**src/rtl/demultiplexer_1x2_32b.sv**
```systemverilog
// Registered 1-to-2 demultiplexer: each word is routed by IR_CU into one of two small FIFOs.
// Optional macro DEMUX_COUNT_EN adds per-destination 16-bit accept counters COUNT1/COUNT2.
module demultiplexer_1x2_32b #(
    parameter int WIDTH = 32,
    parameter int DEPTH = 2,
    parameter int PTR_W = 1
) (
    input  logic             CLK,
    input  logic             RESET,
    input  logic [WIDTH-1:0] IN,
    input  logic             IN_VALID,
    output logic             IN_READY,
    input  logic             IR_CU,
    output logic [WIDTH-1:0] OUT1,
    output logic             OUT1_VALID,
    input  logic             OUT1_READY,
    output logic [WIDTH-1:0] OUT2,
    output logic             OUT2_VALID,
    input  logic             OUT2_READY
`ifdef DEMUX_COUNT_EN
    ,
    output logic [15:0]      COUNT1,
    output logic [15:0]      COUNT2
`endif
);

    logic [1:0] full;
    logic [1:0] out_ready;

    assign out_ready = {OUT2_READY, OUT1_READY};

    // Ready looks only at the selected FIFO's full flag, never at the output ready lines.
    assign IN_READY = IR_CU ? !full[1] : !full[0];

    for (genvar gi = 0; gi < 2; gi++) begin : fifo_g
        logic [WIDTH-1:0] mem_q [DEPTH];
        logic [PTR_W-1:0] wr_ptr_q, wr_ptr_d;
        logic [PTR_W-1:0] rd_ptr_q, rd_ptr_d;
        logic [PTR_W:0]   count_q, count_d;
        logic             empty;
        logic             push;
        logic             pop;
        logic [WIDTH-1:0] head;

        assign full[gi] = (count_q == (PTR_W+1)'(DEPTH));
        assign empty    = (count_q == '0);
        assign push     = IN_VALID && !full[gi] && (IR_CU == (gi == 1));
        assign pop      = !empty && out_ready[gi];
        assign head     = empty ? '0 : mem_q[rd_ptr_q];

        always_comb begin
            wr_ptr_d = wr_ptr_q;
            rd_ptr_d = rd_ptr_q;
            count_d  = count_q;
            if (push) begin
                wr_ptr_d = wr_ptr_q + PTR_W'(1);
            end
            if (pop) begin
                rd_ptr_d = rd_ptr_q + PTR_W'(1);
            end
            case ({push, pop})
                2'b10:   count_d = count_q + (PTR_W+1)'(1);
                2'b01:   count_d = count_q - (PTR_W+1)'(1);
                default: count_d = count_q;
            endcase
        end

        always_ff @(posedge CLK or posedge RESET) begin
            if (RESET) begin
                wr_ptr_q <= '0;
                rd_ptr_q <= '0;
                count_q  <= '0;
            end else begin
                wr_ptr_q <= wr_ptr_d;
                rd_ptr_q <= rd_ptr_d;
                count_q  <= count_d;
            end
        end

        // Storage needs no reset: the head is masked to zero whenever the FIFO is empty.
        always_ff @(posedge CLK) begin
            if (push) begin
                mem_q[wr_ptr_q] <= IN;
            end
        end

`ifdef DEMUX_COUNT_EN
        logic [15:0] acc_q;

        always_ff @(posedge CLK or posedge RESET) begin
            if (RESET) begin
                acc_q <= '0;
            end else if (push) begin
                acc_q <= acc_q + 16'd1;
            end
        end
`endif
    end

    assign OUT1       = fifo_g[0].head;
    assign OUT1_VALID = !fifo_g[0].empty;
    assign OUT2       = fifo_g[1].head;
    assign OUT2_VALID = !fifo_g[1].empty;

`ifdef DEMUX_COUNT_EN
    assign COUNT1 = fifo_g[0].acc_q;
    assign COUNT2 = fifo_g[1].acc_q;
`endif

endmodule
```
**config.mk**
```make
export PLATFORM = sky130hd
export DESIGN_NAME = demultiplexer_1x2_32b
export DESIGN_NICKNAME = d
export VERILOG_FILES = /design/src/rtl/demultiplexer_1x2_32b.sv
export SDC_FILE = /design/constraint.sdc
export NUM_CORES = 1
export LEC_CHECK = 0
export CAP_MARGIN = 20
export CORE_MARGIN = 4
export CORE_UTILIZATION = 55
export DETAILED_ROUTE_END_ITERATION = 10
export HOLD_SLACK_MARGIN = 0.08
export PLACE_DENSITY = 0.88
export SYNTH_ARGS = -nofsm -noshare
export SYNTH_HDL_FRONTEND = slang
export SYNTH_SLANG_ARGS = --single-unit
```
**constraint.sdc**
```tcl
create_clock -name CLK -period 4.5 [get_ports CLK]
set_input_delay 0.45 -clock CLK [delete_from_list [all_inputs] [get_ports CLK]]
set_output_delay 0.45 -clock CLK [all_outputs]
set_load 0.01 [all_outputs]
```
==> flow_metrics.tcl, run 1 <==
set metrics [dict create \
    status "complete, no violations" \
    stdcell_area_um2 6940 \
    drive_gt1_frac 0.102 \
    cts_tree "built" \
    grt_max_degree 34 \
    ant_nets 0 \
    cts.htree.levels 4 \
    synth_top_area_frac 0.728 \
    syn_nets 350 \
    via_per_inst 5.02 \
    wl_um 9770 \
    path_class "flip-flop to primary output" \
    cp_data_required_time_ns 4.05 \
    synthFlopType "edfxtp_1" \
    fillers 574 \
    synth_cell_types 18 \
    worstMarginPinSlew_ns 1.05 \
    avgSynthCellArea_um2 17.0 \
    p_total_mw 4.65 \
    slew_viol_final 0 \
    first_pass_iters 4 \
    path_cells "mux2i_1 > nor2_1 > clkdlybuf4s50_1" \
    final_common_cell "edfxtp_1" \
    cts_resized 0 \
    finClkSkew_ns 0.00610 \
    port-buffer-count 104 \
    synthSimpleGateAreaFrac 0.0638 \
    finalHoldViolCount 0 \
    ys_ff_latch 136 \
    period_minus_slack_ns 3.02 \
    cts.sinks 136 \
    leakagePower_nw 2.53 \
    final_cell_mix "edfxtp_1 (128), clkdlybuf4s50_1 (104), nor2_1 (66), mux2i_1 (64), clkbuf_16 (16)" \
    synth_fa_ha_area_frac 0.00474 \
    relSlewSlack 0.297 \
    postCtsHoldBufs 0 \
    finalCritPeriodShare 0.670 \
    grt_remaining_overflow 0 \
    finalSetupViolations 0 \
    synthMuxAreaShare 0.124 \
    core_um2 9280 \
    r2r_end "fifo_g[0].count_q[1]" \
    ir_drop_v 0.000313 \
    fin_nets 459 \
    fin_util 0.748 \
    syn_to_final_growth_pct 31.6 \
    place_area_um2 6400 \
    yosysWarnings 0 \
    initial_core_util 0.568 \
    vias 2818 \
    die_x_um 106 \
    power_density_nw_per_um2 669 \
    rsz0062_at_grt "false" \
    cts_setup_buffers 0 \
    arrival_ns 2.57 \
    syn_inst 310 \
    insertion_delay_ns 0.51 \
    regArea_um2 4050 \
    grt_pass1_wl_um 15300 \
    root_buffer "clkbuf_8" \
    cap_violations 0 \
    r2r-start "fifo_g[0].count_q[0]" \
    tns_ns 0 \
    yosys.area.top_type "edfxtp_1" \
    cp_max_fo 33 \
    cts_buffers 17 \
    max_stage_delay_ns 1.06 \
    fp-row-count 35 \
    cp-end-kind "primary output" \
    ios 105 \
    fmax_mhz 332 \
    die_h_um 106 \
    antenna_found_initial 0 \
    hpwl_um 6210 \
    drc_errors 0 \
    clock_path_buffers 2 \
    synth_top_family_by_area "multiplexers" \
    diodes 0 \
    drt_iter0_markers 67 \
    synth_xor_area_frac 0.0166 \
    multi_input_area_um2 1130 \
    track_usage 0.185 \
    grt_pass1_vias 2966 \
    die_area_um2 11200 \
    synthTopCellsByArea "edfxtp_1 (73%), mux2i_1 (12%), nor2_1 (5.0%)" \
    wl_per_cell_um 17.4 \
    min_path_type "input pin to async pin" \
    cpMaxStageDelayCell "dfrtp_2" \
    synth.cell_area_um2 5280 \
    synth_edf_count 128 \
    clk_pin_slew_ns 0.06 \
    r2r_cells 6 \
    seq_area_frac_synth 0.766 \
    worstSetupStartpointType "flip-flop" \
    reg2reg_slack_ns 2.34 \
    async_flop_share 0.0588 \
    gp_congestion 0.799 \
    synth-compound-area-share 0 \
]
worst max-delay path by stage:
stage | endpoint | cells after the start | slack, ns | from
after floorplan | fifo_g[0].mem_q[0][0] | 3 | 2.01 | fifo_g[0].count_q[0]
after global placement | fifo_g[0].mem_q[1][19] | 3 | 2.12 | IR_CU
after detailed placement | OUT2[12] | 3 | 2.02 | fifo_g[1].rd_ptr_q
after CTS | OUT2[12] | 3 | 1.42 | fifo_g[1].rd_ptr_q
after global routing | OUT2[23] | 3 | 1.34 | fifo_g[1].rd_ptr_q
final | OUT2[12] | 3 | 1.48 | fifo_g[1].rd_ptr_q
routing by layer:
metal / global-route usage / wire, um
met2: 0.314 / 5150
met1: 0.223 / 4050
met4: 0.101 / 150
met3: 0.0376 / 421
met5: 0 / 0
worst max-delay path: cells and delay by family, from the launching register on:
family | cells | cell delay [ns]
multiplexers | 1 | 0.22
AND/OR/NAND/NOR | 1 | 0.19
flip-flops | 1 | 1.06
buffers and inverters | 1 | 0.59
logic make-up (layout without fill, tap and decap cells):
family / count (synthesis) / in the layout
adders and majority gates: 2 / 2
buffers and inverters: 19 / 141
muxes: 65 / 65
DFF: 136 / 136
xor gates and xnor gates: 10 / 10
and+or+nand+nor: 78 / 78
registers in the layout (all words and copies together) (netlist names):
register / flops
fifo_g.wr_ptr_q: 2
fifo_g.rd_ptr_q: 2
fifo_g.count_q: 4
fifo_g.mem_q: 128
cell type report:
class	instances	area share
tap	129	0.0232
sequential	136	0.583
inverter	5	0.00270
clock inverter	13	0.0178
multi-input combinational	155	0.163
clock buffer	19	0.0607
timing repair buffer	104	0.150
power breakdown:
group          internal (mW)  switching [mW]
Sequential              1.59           0.233
Clock                  0.736           0.505
Combinational          0.875           0.710
Total                   3.20            1.45
per-stage QoR:
stage | worst slack [ns] | cells | hold slack (ns)
after floorplan | 2.01 | 310 | 0.266
after global placement | 2.12 | 529 | 0.530
after detailed placement | 2.02 | 529 | 0.549
after CTS | 1.42 | 561 | 0.181
after global routing | 1.34 | 561 | 0.219
final | 1.48 | 561 | 0.197
synth_stat cells, drive strengths merged, types with 2 or more instances:
| master | instances |
|---|---|
| and2 | 2 |
| xnor2 | 6 |
| inv | 5 |
| ha | 2 |
| nand2b | 2 |
| dfrtp | 8 |
| buf | 14 |
| nor2 | 72 |
| xor2 | 4 |
| mux2i | 64 |
| edfxtp | 128 |
Power figures use the tool's default switching activity.
==> run 2, diff against run 1 <==
--- a/config.mk
+++ b/config.mk
@@ -7,10 +7,10 @@
 export LEC_CHECK = 0
 export CAP_MARGIN = 20
 export CORE_MARGIN = 4
-export CORE_UTILIZATION = 55
+export CORE_UTILIZATION = 51
 export DETAILED_ROUTE_END_ITERATION = 10
 export HOLD_SLACK_MARGIN = 0.08
-export PLACE_DENSITY = 0.88
+export PLACE_DENSITY = 0.83
 export SYNTH_ARGS = -nofsm -noshare
 export SYNTH_HDL_FRONTEND = slang
 export SYNTH_SLANG_ARGS = --single-unit
==> constraint.sdc (replaced) <==
create_clock -name CLK -period 2.95 [get_ports CLK]
set_input_delay 0.295 -clock CLK [delete_from_list [all_inputs] [get_ports CLK]]
set_output_delay 0.295 -clock CLK [all_outputs]
set_load 0.01 [all_outputs]
==> flow_metrics.tcl, run 2 (synthesis results as in run 1) <==
set metrics [dict create \
    cp-end-kind "primary output" \
    place_area_um2 6490 \
    hpwl_um 6720 \
    cp_num_buf_inv 2 \
    wl_um 10600 \
    wl_per_cell_um 18.5 \
    final_cell_mix "edfxtp_1 (128), clkdlybuf4s50_1 (104), nor2_1 (66), mux2i_1 (64), clkbuf_16 (16)" \
    fillers 628 \
    largest_reg_flops 128 \
    stdcell_area_um2 7120 \
    fmax_mhz 380 \
    ant_nets 0 \
    leakagePower_nw 2.64 \
    grt_remaining_overflow 0 \
    via_per_inst 5.05 \
    diodes 0 \
    antenna_found_initial 0 \
    insertion_delay_ns 0.51 \
    power_density_nw_per_um2 1050 \
    grt_max_degree 34 \
    cts_resized 0 \
    status "complete, no violations" \
    die_h_um 110 \
    fin_util 0.719 \
    initial_core_util 0.532 \
    clock_path_buffers 2 \
    finClkSkew_ns 0.00700 \
    cp_data_required_time_ns 2.65 \
    cts_buffers 17 \
    p_int_mw 5.27 \
    port-buffer-count 104 \
    ir_drop_v 0.000630 \
    seq_power_share 0.355 \
    regArea_um2 4050 \
    gp_congestion 0.743 \
    drt_iter0_markers 90 \
    grt_pass1_vias 3098 \
    largestRegisters "fifo_g.mem_q: 128 flops, fifo_g.count_q: 4 flops" \
    swShare 0.298 \
    core_um2 9910 \
    relSlewSlack 0.428 \
    first_pass_iters 4 \
    cpMaxStageDelayCell "nor2_4" \
    syn_to_final_growth_pct 35.0 \
    cts.htree.levels 4 \
    fin_nets 468 \
    cts_setup_buffers 0 \
    cpLargestDelayFamily "buffers and inverters" \
    cts.sinks 136 \
    min_path_type "input pin to flip-flop" \
    drive_gt1_frac 0.114 \
    root_buffer "clkbuf_8" \
    cts_tree "built" \
    tns_ns 0 \
    finalCritPeriodShare 0.892 \
    path_cells "nor2_4 > buf_4 > nor2_1 > clkdlybuf4s50_1" \
    grt_pass1_wl_um 15800 \
    hold-worst-slack_ns 0.412 \
    cap_violations 0 \
    p_total_mw 7.50 \
    fin_cells 573 \
    finalHoldViolCount 0 \
    regMostFlops "fifo_g.mem_q" \
    die_area_um2 12000 \
    cp_max_fo 20 \
    period_minus_slack_ns 2.63 \
    clk_pin_slew_ns 0.06 \
    dpl.cell_count 541 \
    max_stage_delay_ns 0.49 \
    arrival_ns 2.34 \
    rsz0062_at_grt "false" \
    slew_viol_final 0 \
    die_x_um 110 \
    drc_errors 0 \
    vias 2893 \
    fp-row-count 36 \
    path_class "flip-flop to primary output" \
    pwr-share-comb 0.353 \
    worst_slack_ns 0.319 \
    power_frac_clock 0.292 \
    finalSetupViolations 0 \
    final_common_cell "edfxtp_1" \
    worstMarginPinSlew_ns 0.856 \
    track_usage 0.185 \
    worstSetupStartpointType "flip-flop" \
    ios 105 \
    place_ws_ns 0.781 \
    power.net_switching_mw 2.24 \
    multi_input_area_um2 1130 \
]
-- run 2: timing repair --
item                                    in CTS  in global routing
endpoints found under the setup margin       0                  0
hold endpoints to repair                     8                  0
hold buffers                                 1                  0
-- run 2: area by class of cell --
class / instances / area share
inverter: 5 / 0.00264
multi-input combinational: 155 / 0.159
clock inverter: 13 / 0.0286
tap: 133 / 0.0234
timing repair buffer: 113 / 0.160
clock buffer: 18 / 0.0587
sequential: 136 / 0.568
-- run 2: final timing paths --
check	slack, ns	startpoint	endpoint	depth (start not counted)
worst max-delay path	0.32	fifo_g[1].count_q[0]	OUT2[31]	4
worst min-delay path	0.41	IN[19]	fifo_g[1].mem_q[1][19]	1
worst max register to register	0.80	fifo_g[1].count_q[0]	fifo_g[1].count_q[1]	7
worst min register to register	0.55	fifo_g[0].count_q[1]	fifo_g[0].count_q[1]	1
max in group asynchronous	2.09	RESET	fifo_g[0].rd_ptr_q	3
min in group asynchronous	0.60	RESET	fifo_g[1].rd_ptr_q	3
-- run 2: metal layers --
layer  GRT usage  vias up  routed length [um]
li1            -     1364                   -
met1       0.215     1409                4460
met2       0.321      107                5310
met3      0.0634       13                 706
met4      0.0606        0                 109
met5           0        -                   0
-- run 2: power groups by stage --
| stage | combinational (mW) | clock [mW] | sequential, mW |
|---|---|---|---|
| after floorplan | 1.47 | 0 | 2.56 |
| after global placement | 2.63 | 0 | 2.69 |
| after detailed placement | 2.67 | 0 | 2.71 |
| after CTS | 2.70 | 2.22 | 2.67 |
| after global routing | 2.85 | 2.33 | 2.70 |
| final | 2.65 | 2.19 | 2.66 |
==> run 3, diff against run 2 <==
--- a/config.mk
+++ b/config.mk
@@ -8,6 +8,7 @@
 export CAP_MARGIN = 20
 export CORE_MARGIN = 4
 export CORE_UTILIZATION = 51
+export CTS_CLUSTER_DIAMETER = 150
 export DETAILED_ROUTE_END_ITERATION = 10
 export HOLD_SLACK_MARGIN = 0.08
 export PLACE_DENSITY = 0.83
==> results of run 3 <==
Final layout, timing and power as in run 2 (identical DEF).
